===== src/rtl/blink_seq.sv =====
// ---------------------------------------------------------------------------
// blink_seq
// Sequences a blink pattern to the board LED. The time base is the one-cycle
// wrap pulse of the upstream blink counter. A pattern is loaded over a
// valid/ready handshake and is played LSB first, one bit per tick. It plays
// pat_rpt+1 times, then done pulses for one cycle and the block goes idle.
//
// Ports
//   clk        clock
//   rst        asynchronous, active-high reset
//   tick       one-cycle time-base pulse
//   abort      synchronous cancel of playback (ARM/RUN only)
//   pat_valid  pattern offer
//   pat_ready  high in IDLE; pattern accepted when pat_valid & pat_ready
//   pat_data   pattern, bit 0 played first
//   pat_rpt    extra passes (pattern plays pat_rpt+1 times)
//   led_out    registered LED drive
//   busy       high in ARM or RUN
//   done       one-cycle pulse on normal completion
// ---------------------------------------------------------------------------
module blink_seq #(
    parameter int PAT_W = 8,
    parameter int RPT_W = 4
) (
    input  logic             clk,
    input  logic             rst,
    input  logic             tick,
    input  logic             abort,
    input  logic             pat_valid,
    output logic             pat_ready,
    input  logic [PAT_W-1:0] pat_data,
    input  logic [RPT_W-1:0] pat_rpt,
    output logic             led_out,
    output logic             busy,
    output logic             done
);

    localparam int IDX_W = $clog2(PAT_W);
    localparam logic [IDX_W-1:0] LAST_IDX = IDX_W'(PAT_W - 1);

    typedef enum logic [1:0] {
        S_IDLE,
        S_ARM,
        S_RUN
    } state_t;

    state_t           r_state;
    logic [IDX_W-1:0] r_idx;
    logic [RPT_W-1:0] r_rpt;
    logic [PAT_W-1:0] r_pat;
    logic             r_led;
    logic             r_done;

    state_t           w_state_nxt;
    logic [IDX_W-1:0] w_idx_nxt;
    logic [RPT_W-1:0] w_rpt_nxt;
    logic [PAT_W-1:0] w_pat_nxt;
    logic             w_led_nxt;
    logic             w_done_nxt;
    logic [IDX_W-1:0] w_idx_inc;

    assign w_idx_inc = r_idx + IDX_W'(1);

    always_ff @(posedge clk or posedge rst) begin
        if (rst) begin
            r_state <= S_IDLE;
            r_idx   <= '0;
            r_rpt   <= '0;
            r_pat   <= '0;
            r_led   <= 1'b0;
            r_done  <= 1'b0;
        end else begin
            r_state <= w_state_nxt;
            r_idx   <= w_idx_nxt;
            r_rpt   <= w_rpt_nxt;
            r_pat   <= w_pat_nxt;
            r_led   <= w_led_nxt;
            r_done  <= w_done_nxt;
        end
    end

    always_comb begin
        w_state_nxt = r_state;
        w_idx_nxt   = r_idx;
        w_rpt_nxt   = r_rpt;
        w_pat_nxt   = r_pat;
        w_led_nxt   = r_led;
        w_done_nxt  = 1'b0;

        unique case (r_state)
            S_IDLE: begin
                // abort is meaningless here and must not block the handshake
                w_led_nxt = 1'b0;
                if (pat_valid) begin
                    w_pat_nxt   = pat_data;
                    w_rpt_nxt   = pat_rpt;
                    w_state_nxt = S_ARM;
                end
            end
            S_ARM: begin
                if (abort) begin
                    w_led_nxt   = 1'b0;
                    w_state_nxt = S_IDLE;
                end else if (tick) begin
                    w_led_nxt   = r_pat[0];
                    w_idx_nxt   = '0;
                    w_state_nxt = S_RUN;
                end
            end
            S_RUN: begin
                if (abort) begin
                    w_led_nxt   = 1'b0;
                    w_state_nxt = S_IDLE;
                end else if (tick) begin
                    if (r_idx != LAST_IDX) begin
                        w_idx_nxt = w_idx_inc;
                        w_led_nxt = r_pat[w_idx_inc];
                    end else if (r_rpt != '0) begin
                        // next pass starts on this same tick: no gap
                        w_rpt_nxt = r_rpt - RPT_W'(1);
                        w_idx_nxt = '0;
                        w_led_nxt = r_pat[0];
                    end else begin
                        w_led_nxt   = 1'b0;
                        w_done_nxt  = 1'b1;
                        w_state_nxt = S_IDLE;
                    end
                end
            end
            default: begin
                w_led_nxt   = 1'b0;
                w_state_nxt = S_IDLE;
            end
        endcase
    end

    assign pat_ready = (r_state == S_IDLE);
    assign busy      = (r_state != S_IDLE);
    assign led_out   = r_led;
    assign done      = r_done;

endmodule

===== config.mk =====
export PLATFORM = sky130hd
export DESIGN_NAME = blink_seq
export DESIGN_NICKNAME = d
export VERILOG_FILES = /design/src/rtl/blink_seq.sv
export SDC_FILE = /design/constraint.sdc
export NUM_CORES = 1
export LEC_CHECK = 0
export BUFFER_PORTS_ARGS = -buffer_cell sky130_fd_sc_hd__buf_2
export CAP_MARGIN = 20
export CORE_ASPECT_RATIO = 1.4
export CORE_MARGIN = 5
export CORE_UTILIZATION = 47
export CTS_CLUSTER_SIZE = 24
export DETAILED_ROUTE_END_ITERATION = 8
export GPL_ROUTABILITY_DRIVEN = 0
export PLACE_DENSITY = 0.74
export SYNTH_ARGS = -nofsm -noshare
export SYNTH_HDL_FRONTEND = slang
export SYNTH_SLANG_ARGS = --single-unit

===== constraint.sdc =====
create_clock -name clk -period 3.7 [get_ports clk]
set_clock_uncertainty 0.1 [all_clocks]
set_input_delay 0.185 -clock clk [delete_from_list [all_inputs] [get_ports clk]]
set_output_delay 0.185 -clock clk [all_outputs]
set_load 0.05 [all_outputs]

# [After elaboration in Yosys (flattened, before gate mapping)]
# Cells that the tools add are included.
[word_totals] input_bits=17 register_bits=19 elab_cells=69 output_inout_bits=4
[op_classes] order_cmp=1 eq_ne=15 reduce_logical=10 n_addsub=2 n_mux=35
[ops] op="$mux W4" n=5
[ops] op="$mux W3" n=6
[ops] op="$ne A3 B3 Y1 const B" n=6
[ops] op="$mux W2" n=7
[ops] op="$ne A2 B2 Y1 const B" n=7
[ops] op="$mux W1" n=12
[ops] op="$reduce_and A6 Y1" n=2
[ops] op="$pmux W4 S2" n=1
[ops] op="$pmux W2 S3" n=1
[ops] op="$pmux W3 S2" n=1
[ops] op="$reduce_bool A2 Y1" n=3
[ops] op="$reduce_and A5 Y1" n=1
[ops] op="$lt A3 B4 Y1 const B" n=1
[ops] op="$reduce_and A2 Y1" n=2
[ops] op="$reduce_bool A4 Y1" n=1
[ops] op="$sub A4 B1 Y4 const B" n=1
[ops] op="$add A3 B1 Y3 const B" n=1
[ops] op="$bmux W1 S3" n=1
[ops] op="$eq A2 B1 Y1 const B" n=1
[ops] op="$eq A2 B2 Y1 const B" n=1
[ops] op="$logic_not A2 Y1" n=1
[ops] op="$pmux W1 S2" n=1

# [Longest topological paths before layout]
# Gate-level depths: netlist (run 1).
[depth] ltp_word=7 depth_mapped=7 ltp_nobuf=6

# [Least setup slack after synthesis (run 1)]
# Ideal clock, no wire load.
[synth_timing] kind="register to register" startpoint="reg r_state[0]" endpoint="reg r_rpt[0]" stages_incl_launch_ff=7 setup_ps=77 n_path_buf=0 synth_period_minus_slack_ps=2088 arrival_time_ps=1911 required_time_ps=3523 setup_slack_ps=1612 path_cell_list="dfrtp_1 > inv_1 > ha_1 > inv_1 > a21boi_0 > o32ai_1 > a21oi_1"
[synth_via] elab_chain_cells=3 elab_cells_between_ends=10 classes_between="6 x eq/ne; 1 x mux; 3 x reduce/logical"
[synth_lines] element="start: declaration" line="47" source="state_t r_state;"
[synth_lines] element="start signal: assignment" line="73" source="r_state <= w_state_nxt;"
[synth_lines] element="$logic_not A2 Y1 *"
[synth_lines] element="named net pat_ready" line="30" source="output logic pat_ready,"
[synth_lines] element="$ne A2 B2 Y1 (no line) or $reduce_bool A2 Y1 (tied branches)"
[synth_lines] element="$reduce_and A6 Y1 (no line)"
[synth_lines] element="end signal: assignment" line="75" source="r_rpt <= w_rpt_nxt;"
[synth_lines] element="end: declaration" line="49" source="logic [RPT_W-1:0] r_rpt;"
# Mark *: on every way through the listed nets, which the timed path passes. The rest lies on a longest branch.
# A chain may end at the register's enable or synchronous reset.

# [Final worst setup path (run 1)]
[layout_timing] startpoint="reg r_idx[0]" endpoint="reg r_state[0]"
[layout_via] elab_chain_cells=3
[layout_lines] element="start: declaration" line="48" source="logic [IDX_W-1:0] r_idx;"
[layout_lines] element="start signal: assignment" line="74" source="r_idx <= w_idx_nxt;"
[layout_lines] element="$ne A3 B3 Y1" line="115" source="if (r_idx != LAST_IDX) begin"
[layout_lines] element="$ne A3 B3 Y1 (no line)"
[layout_lines] element="$reduce_and A5 Y1 (no line)"
# No other way between the ends.

==> run metrics, run 1 <==
synth cell count leaders=dfrtp_1, inv_1, mux2_2, nand2_1, ha_1; share of layout cells above drive strength 1=a little under a third; Clk pin slew, worst setup/hold paths=0.11 ns; count of final max-slew check failures=0; first-pass GRT wire length=approximately 4000 um; Initial DRT Pass Iterations=4; Crit path largest cell delay=~0.48 ns; setup_tns=0 ns; post-synthesis sequential area ratio=between 40% and 50%; grt ovf=0; syn_area_per_cell=approximately 11 um^2; CTS tree=done; CTS Buf Count=3; drt first-iter violations=17; Seq cells post-synth=19; Ys Warns=0; Synth Net Count=about 130; Vias/cell=5.79; async set-reset flop share out of synthesis=100%; CTS H-tree depth=1; Setup violations, final=0; Final ANT Viol Nets=0; Die Area=3480 um^2; Area growth syn-to-layout=14.2%; Tot GR Track Use=15.3%; min Tclk post-route=2.13 ns; buffers plus inverters on the worst setup path=0; I/O pin count=21; die width=51.3 um; worst vdd ir=between 0.3 and 0.4 mV; register share of total power=a little under two fifths; Die Y=approximately 68 um; post-route cell area=1280 um^2; combinational power share=50.9%; clock net sink count=19; Setup crit start kind=register; Clock power frac=11.1%; Slowest-stage cell, CP=dfrtp_1; Hold Fails Final Rpt=0; Post-synth EDFFs=0; I/O Buffers=20; placed cell area=about 1200 um^2; Yosys top cell by area=dfrtp_1; top-area cell type share of the netlist area=42.4%; status=finished, final reports clean; DRC=0; wire length per cell=~15 um; CP Data Required Time=3.81 ns; core area=2340 um^2; power density over cell area=748 nW/um^2; crit path max fanout=8; CP Capture Type=register; worst hold-check path type=input port to register; clock latency on the worst-skew pair=0.31 ns; count of different cell masters after synthesis=32; Mapped Cells=approximately 100; largest cells by area after synthesis=dfrtp_1, mux2_2, ha_1; number of global-route vias before repair=859; fin util=54.8%; Total Wirelength=around 2200 um; FP Rows=21; routed vias=862; Final Net Count=151; internal power=about 0.56 mW; post-synth design cell area=around 1100 um^2; CTS max path bufs=2; Critical Path AT=2.23 ns; CP delay by family, top=simple AND/OR/NAND/NOR gates; Net Sw Power=0.398 mW; Initial Util=between 40% and 50%; n_diodes=0; Cell Chain, Critical Path=ha_1 -> ha_1 -> and4bb_4 -> nor3_2 -> nor3_2 -> mux2_2; post-CTS sizing=0; worst relative slew slack=53.4%; clock root cell=clkbuf_4; Slew @ Worst Pin=0.698 ns; Max-Cap Viols=0; most numerous cell in the Yosys netlist=dfrtp_1; # hold bufs at CTS=1; Sw Share=between 40% and 50%; post-CTS setup buffers=0; unrepaired setup endpoints after global routing=false; DP HPWL=1680 um; largest net degree at the start of global routing=20; final period utilization=57.4%; initial antenna violation count=0; Max Clock Freq=around 470 MHz; leakage power=0.628 nW; Setup Crit Path Kind=register to register; Most used DFF post-synth=dfrtp_1
[power by group through the flow]
| stage | combinational (mW) | clock [mW] | sequential (mW) |
|---|---|---|---|
| 2_1_floorplan | 0.399 | 0 | 0.356 |
| 3_3_place_gp | 0.475 | 0 | 0.362 |
| 3_5_place_dp | 0.486 | 0 | 0.369 |
| 4_1_cts | 0.491 | 0.108 | 0.365 |
| 5_1_grt | 0.540 | 0.120 | 0.380 |
| 6_report | 0.488 | 0.106 | 0.364 |
[per-layer routing]
metal | GRT usage (%) | wire (um) | up-vias
met5 | 0 | 0 | -
met2 | 26.5 | 1160 | 20
met4 | 7.87 | 44 | 0
met3 | 2.83 | 119 | 4
li1 | - | - | 420
met1 | 18.0 | 913 | 418
[path summary, 6_finish.rpt]
| check | endpoint | start | slack [ns] | cells past startpoint |
|---|---|---|---|---|
| min in group asynchronous | r_state[1]$_DFFE_PP0P_ | rst | 0.41 | 3 |
| hold reg to reg | r_pat[2]$_DFFE_PP0P_ | r_pat[2]$_DFFE_PP0P_ | 0.41 | 1 |
| setup reg to reg | r_state[0]$_DFFE_PP0P_ | r_idx[0]$_DFFE_PP0P_ | 1.57 | 6 |
| setup / recovery | r_state[0]$_DFFE_PP0P_ | r_idx[0]$_DFFE_PP0P_ | 1.57 | 6 |
| max in group asynchronous | r_rpt[3]$_DFFE_PP0P_ | rst | 2.63 | 3 |
| hold / removal | r_pat[0]$_DFFE_PP0P_ | pat_data[0] | 0.002 | 2 |
[metrics by stage]
step | worst slack [ns] | instances | power, mW | hold WS (ns)
2_1_floorplan | 1.61 | 104 | 0.754 | 0.0361
3_3_place_gp | 1.70 | 143 | 0.837 | 0.237
3_5_place_dp | 1.61 | 143 | 0.855 | 0.234
4_1_cts | 1.56 | 148 | 0.963 | 0.00213
5_1_grt | 1.47 | 149 | 1.04 | 0.00186
6_report | 1.57 | 149 | 0.958 | 0.00165
[worst reg2reg max path, delay by kind of cell, from the launching register on]
family / cells / cell delay [ns]
and+or+nand+nor: 3 / 0.59
adders and majority gates: 2 / 0.50
DFF: 1 / 0.48
muxes: 1 / 0.36
[registers in the layout (all words and copies together) (netlist names)]
register	flops
r_rpt	4
done	1
r_idx	3
led_out	1
r_pat	8
r_state	2
[layout by cell type (no fill, tap or decap), types with 4 or more instances in the layout]
| master | instances |
|---|---|
| nand2_1 | 9 |
| ha_1 | 7 |
| dfrtp_1 | 19 |
| a21oi_1 | 5 |
| buf_2 | 20 |
| mux2_2 | 9 |
| inv_1 | 10 |
| o21ai_0 | 4 |
| mux2i_1 | 6 |
[cell families (layout without fill, tap and decap cells)]
logic type | count (synthesis) | in the layout | share of synthesized area (%)
AOI/OAI and AO/OA | 21 | 21 | 12.6
adders and majority gates | 7 | 7 | 7.80
buffers and inverters | 14 | 36 | 4.79
DFF | 19 | 19 | 42.4
muxes | 17 | 17 | 18.4
and+or+nand+nor | 26 | 26 | 14.0
[cell type report]
class	count	area, um^2
fill	223	1060
multi-input combinational	71	593
sequential	19	475
timing repair buffer	22	120
inverter	10	37.5
tap	23	28.8
clock buffer	4	26.3
Note: power is estimated with default switching activity, not from simulation.
==> run 2, diff against run 1 <==
==> constraint.sdc (replaced) <==
create_clock -name clk -period 2.22 [get_ports clk]
set_clock_uncertainty 0.1 [all_clocks]
set_input_delay 0.111 -clock clk [delete_from_list [all_inputs] [get_ports clk]]
set_output_delay 0.111 -clock clk [all_outputs]
set_load 0.05 [all_outputs]
==> run 2 against run 1 <==
Final cell count grew 7.4%. Register-to-register slack got worse by 1.3 ns. Non-clock buffer count up 11. Sequential share of layout area decreased by 2.7 points. Worst setup slack got worse by 1.3 ns. Wire length up 7.0%. Fmax is 8.1% higher. Power grew 71%. Critical path depth down 1. Combinational power grew 74%. Critical path type unchanged. Highest routed layer unchanged.
==> run metrics, run 2 (synthesis results as in run 1) <==
WHS Path Cells=3; Vias/cell=5.76; Hold Fails Final Rpt=0; CTS Buf Count=3; Die Y=67.8 um; most frequent cells in the layout=buf_2, dfrtp_1, inv_1; post-route cell area=approximately 1400 um^2; die width=51.3 um; CTS tree=done; clock root cell=clkbuf_4; status=finished, final reports clean; first-pass GRT wire length=4220 um; top flop regs=r_pat (8), r_rpt (4), r_idx (3); Tot GR Track Use=16.1%; clock net sink count=19; unrepaired setup endpoints after global routing=false; DP HPWL=1870 um; worst vdd ir=about 0.65 mV; post-CTS sizing=0; largest net degree at the start of global routing=20; leakage power=0.677 nW; Max-Cap Viols=0; Slew @ Worst Pin=0.687 ns; Setup violations, final=0; drt first-iter violations=28; CTS max path bufs=2; Final ANT Viol Nets=0; number of global-route vias before repair=just under 1k; DRC=0; initial antenna violation count=0; crit path max fanout=6; Max Clock Freq=509 MHz; placed cell area=1260 um^2; Total Wirelength=2400 um; Initial Util=48.0%; Setup Crit Path Kind=register to register; Critical Path AT=just over 2 ns; Largest register FFs=8; core area=2340 um^2; Setup crit start kind=register; count of final max-slew check failures=0; share of layout cells above drive strength 1=30.7%; wire length per cell=15.0 um; commonest non-fill, non-tap cell in the layout=buf_2; # hold bufs at CTS=9; I/O Buffers=20; Die Area=between 3000 and 4000 um^2; post-CTS setup buffers=0; CP Data Required Time=2.31 ns; I/O pin count=21; worst hold-check path type=input port to register; n_diodes=0; min Tclk post-route=1.97 ns; worst reg2reg path depth=5; routed vias=922; Clk pin slew, worst setup/hold paths=0.10 ns; worst relative slew slack=54.1%; grt ovf=0; fillers=205; power density over cell area=1190 nW/um^2; clock latency on the worst-skew pair=0.29 ns; Area growth syn-to-layout=23.1%; Final Net Count=~160; CP Capture Type=register; final period utilization=between 80% and 90%; FP Rows=21; Initial DRT Pass Iterations=4; CTS H-tree depth=1; Reg with most FFs=r_pat; final hold slack=about 0.027 ns; setup_tns=0 ns; fin util=59.1%
## run 2: changes by cell type in the layout (fill, tap and decap cells not counted), sizes merged
cell         delta
buf             +4
dlygate4sd3     +7
## run 2: layout make-up
| class | instances | area (um^2) | area share (%) |
|---|---|---|---|
| multi-input combinational | 71 | 593 | 42.9 |
| sequential | 19 | 475 | 34.4 |
| timing repair buffer | 33 | 220 | 15.9 |
| inverter | 10 | 37.5 | 2.72 |
| tap | 23 | 28.8 | 2.08 |
| clock buffer | 4 | 26.3 | 1.90 |
## run 2: report_power, final
| part | internal, mW | switching, mW |
|---|---|---|
| logic | 0.401 | 0.448 |
| clock network | 0.0699 | 0.101 |
| registers | 0.491 | 0.127 |
| total | 0.963 | 0.675 |
## run 2: stage by stage
| step | instances | total power [mW] | setup WS, ns |
|---|---|---|---|
| 3_3_place_gp | 147 | 1.41 | 0.289 |
| 2_1_floorplan | 104 | 1.26 | 0.132 |
| 4_1_cts | 160 | 1.65 | 0.247 |
| 3_5_place_dp | 147 | 1.47 | 0.239 |
| 5_1_grt | 160 | 1.78 | 0.180 |
| 6_report | 160 | 1.64 | 0.254 |
## run 2: worst max-delay path, cell delays in order, from the launching register on
cell and delay (ns):
dfrtp_1 0.46, ha_1 0.38, mux4_2 0.51, mux2i_1 0.14, o32ai_1 0.09, a22o_1 0.20
## run 2: path summary, 6_finish.rpt
check,start,end,slack [ns]
worst max-delay path,r_idx[0]$_DFFE_PP0P_,led_out$_DFFE_PP0P_,0.25
worst min-delay path,pat_rpt[3],r_rpt[3]$_DFFE_PP0P_,0.03
worst max register to register,r_idx[0]$_DFFE_PP0P_,led_out$_DFFE_PP0P_,0.25
worst min register to register,r_pat[4]$_DFFE_PP0P_,r_pat[4]$_DFFE_PP0P_,0.43
max in group asynchronous,rst,done$_DFF_PP0_,1.23
min in group asynchronous,rst,r_state[0]$_DFFE_PP0P_,0.35
## run 2: metal layers
metal	vias up	share of wire (%)	global-route usage [%]	routed length (um)
met1	455	40	18.3	948
li1	442	-	-	-
met3	6	4.9	3.49	117
met2	19	54	30.0	1300
met4	0	1.4	4.92	34
met5	-	0	0	0
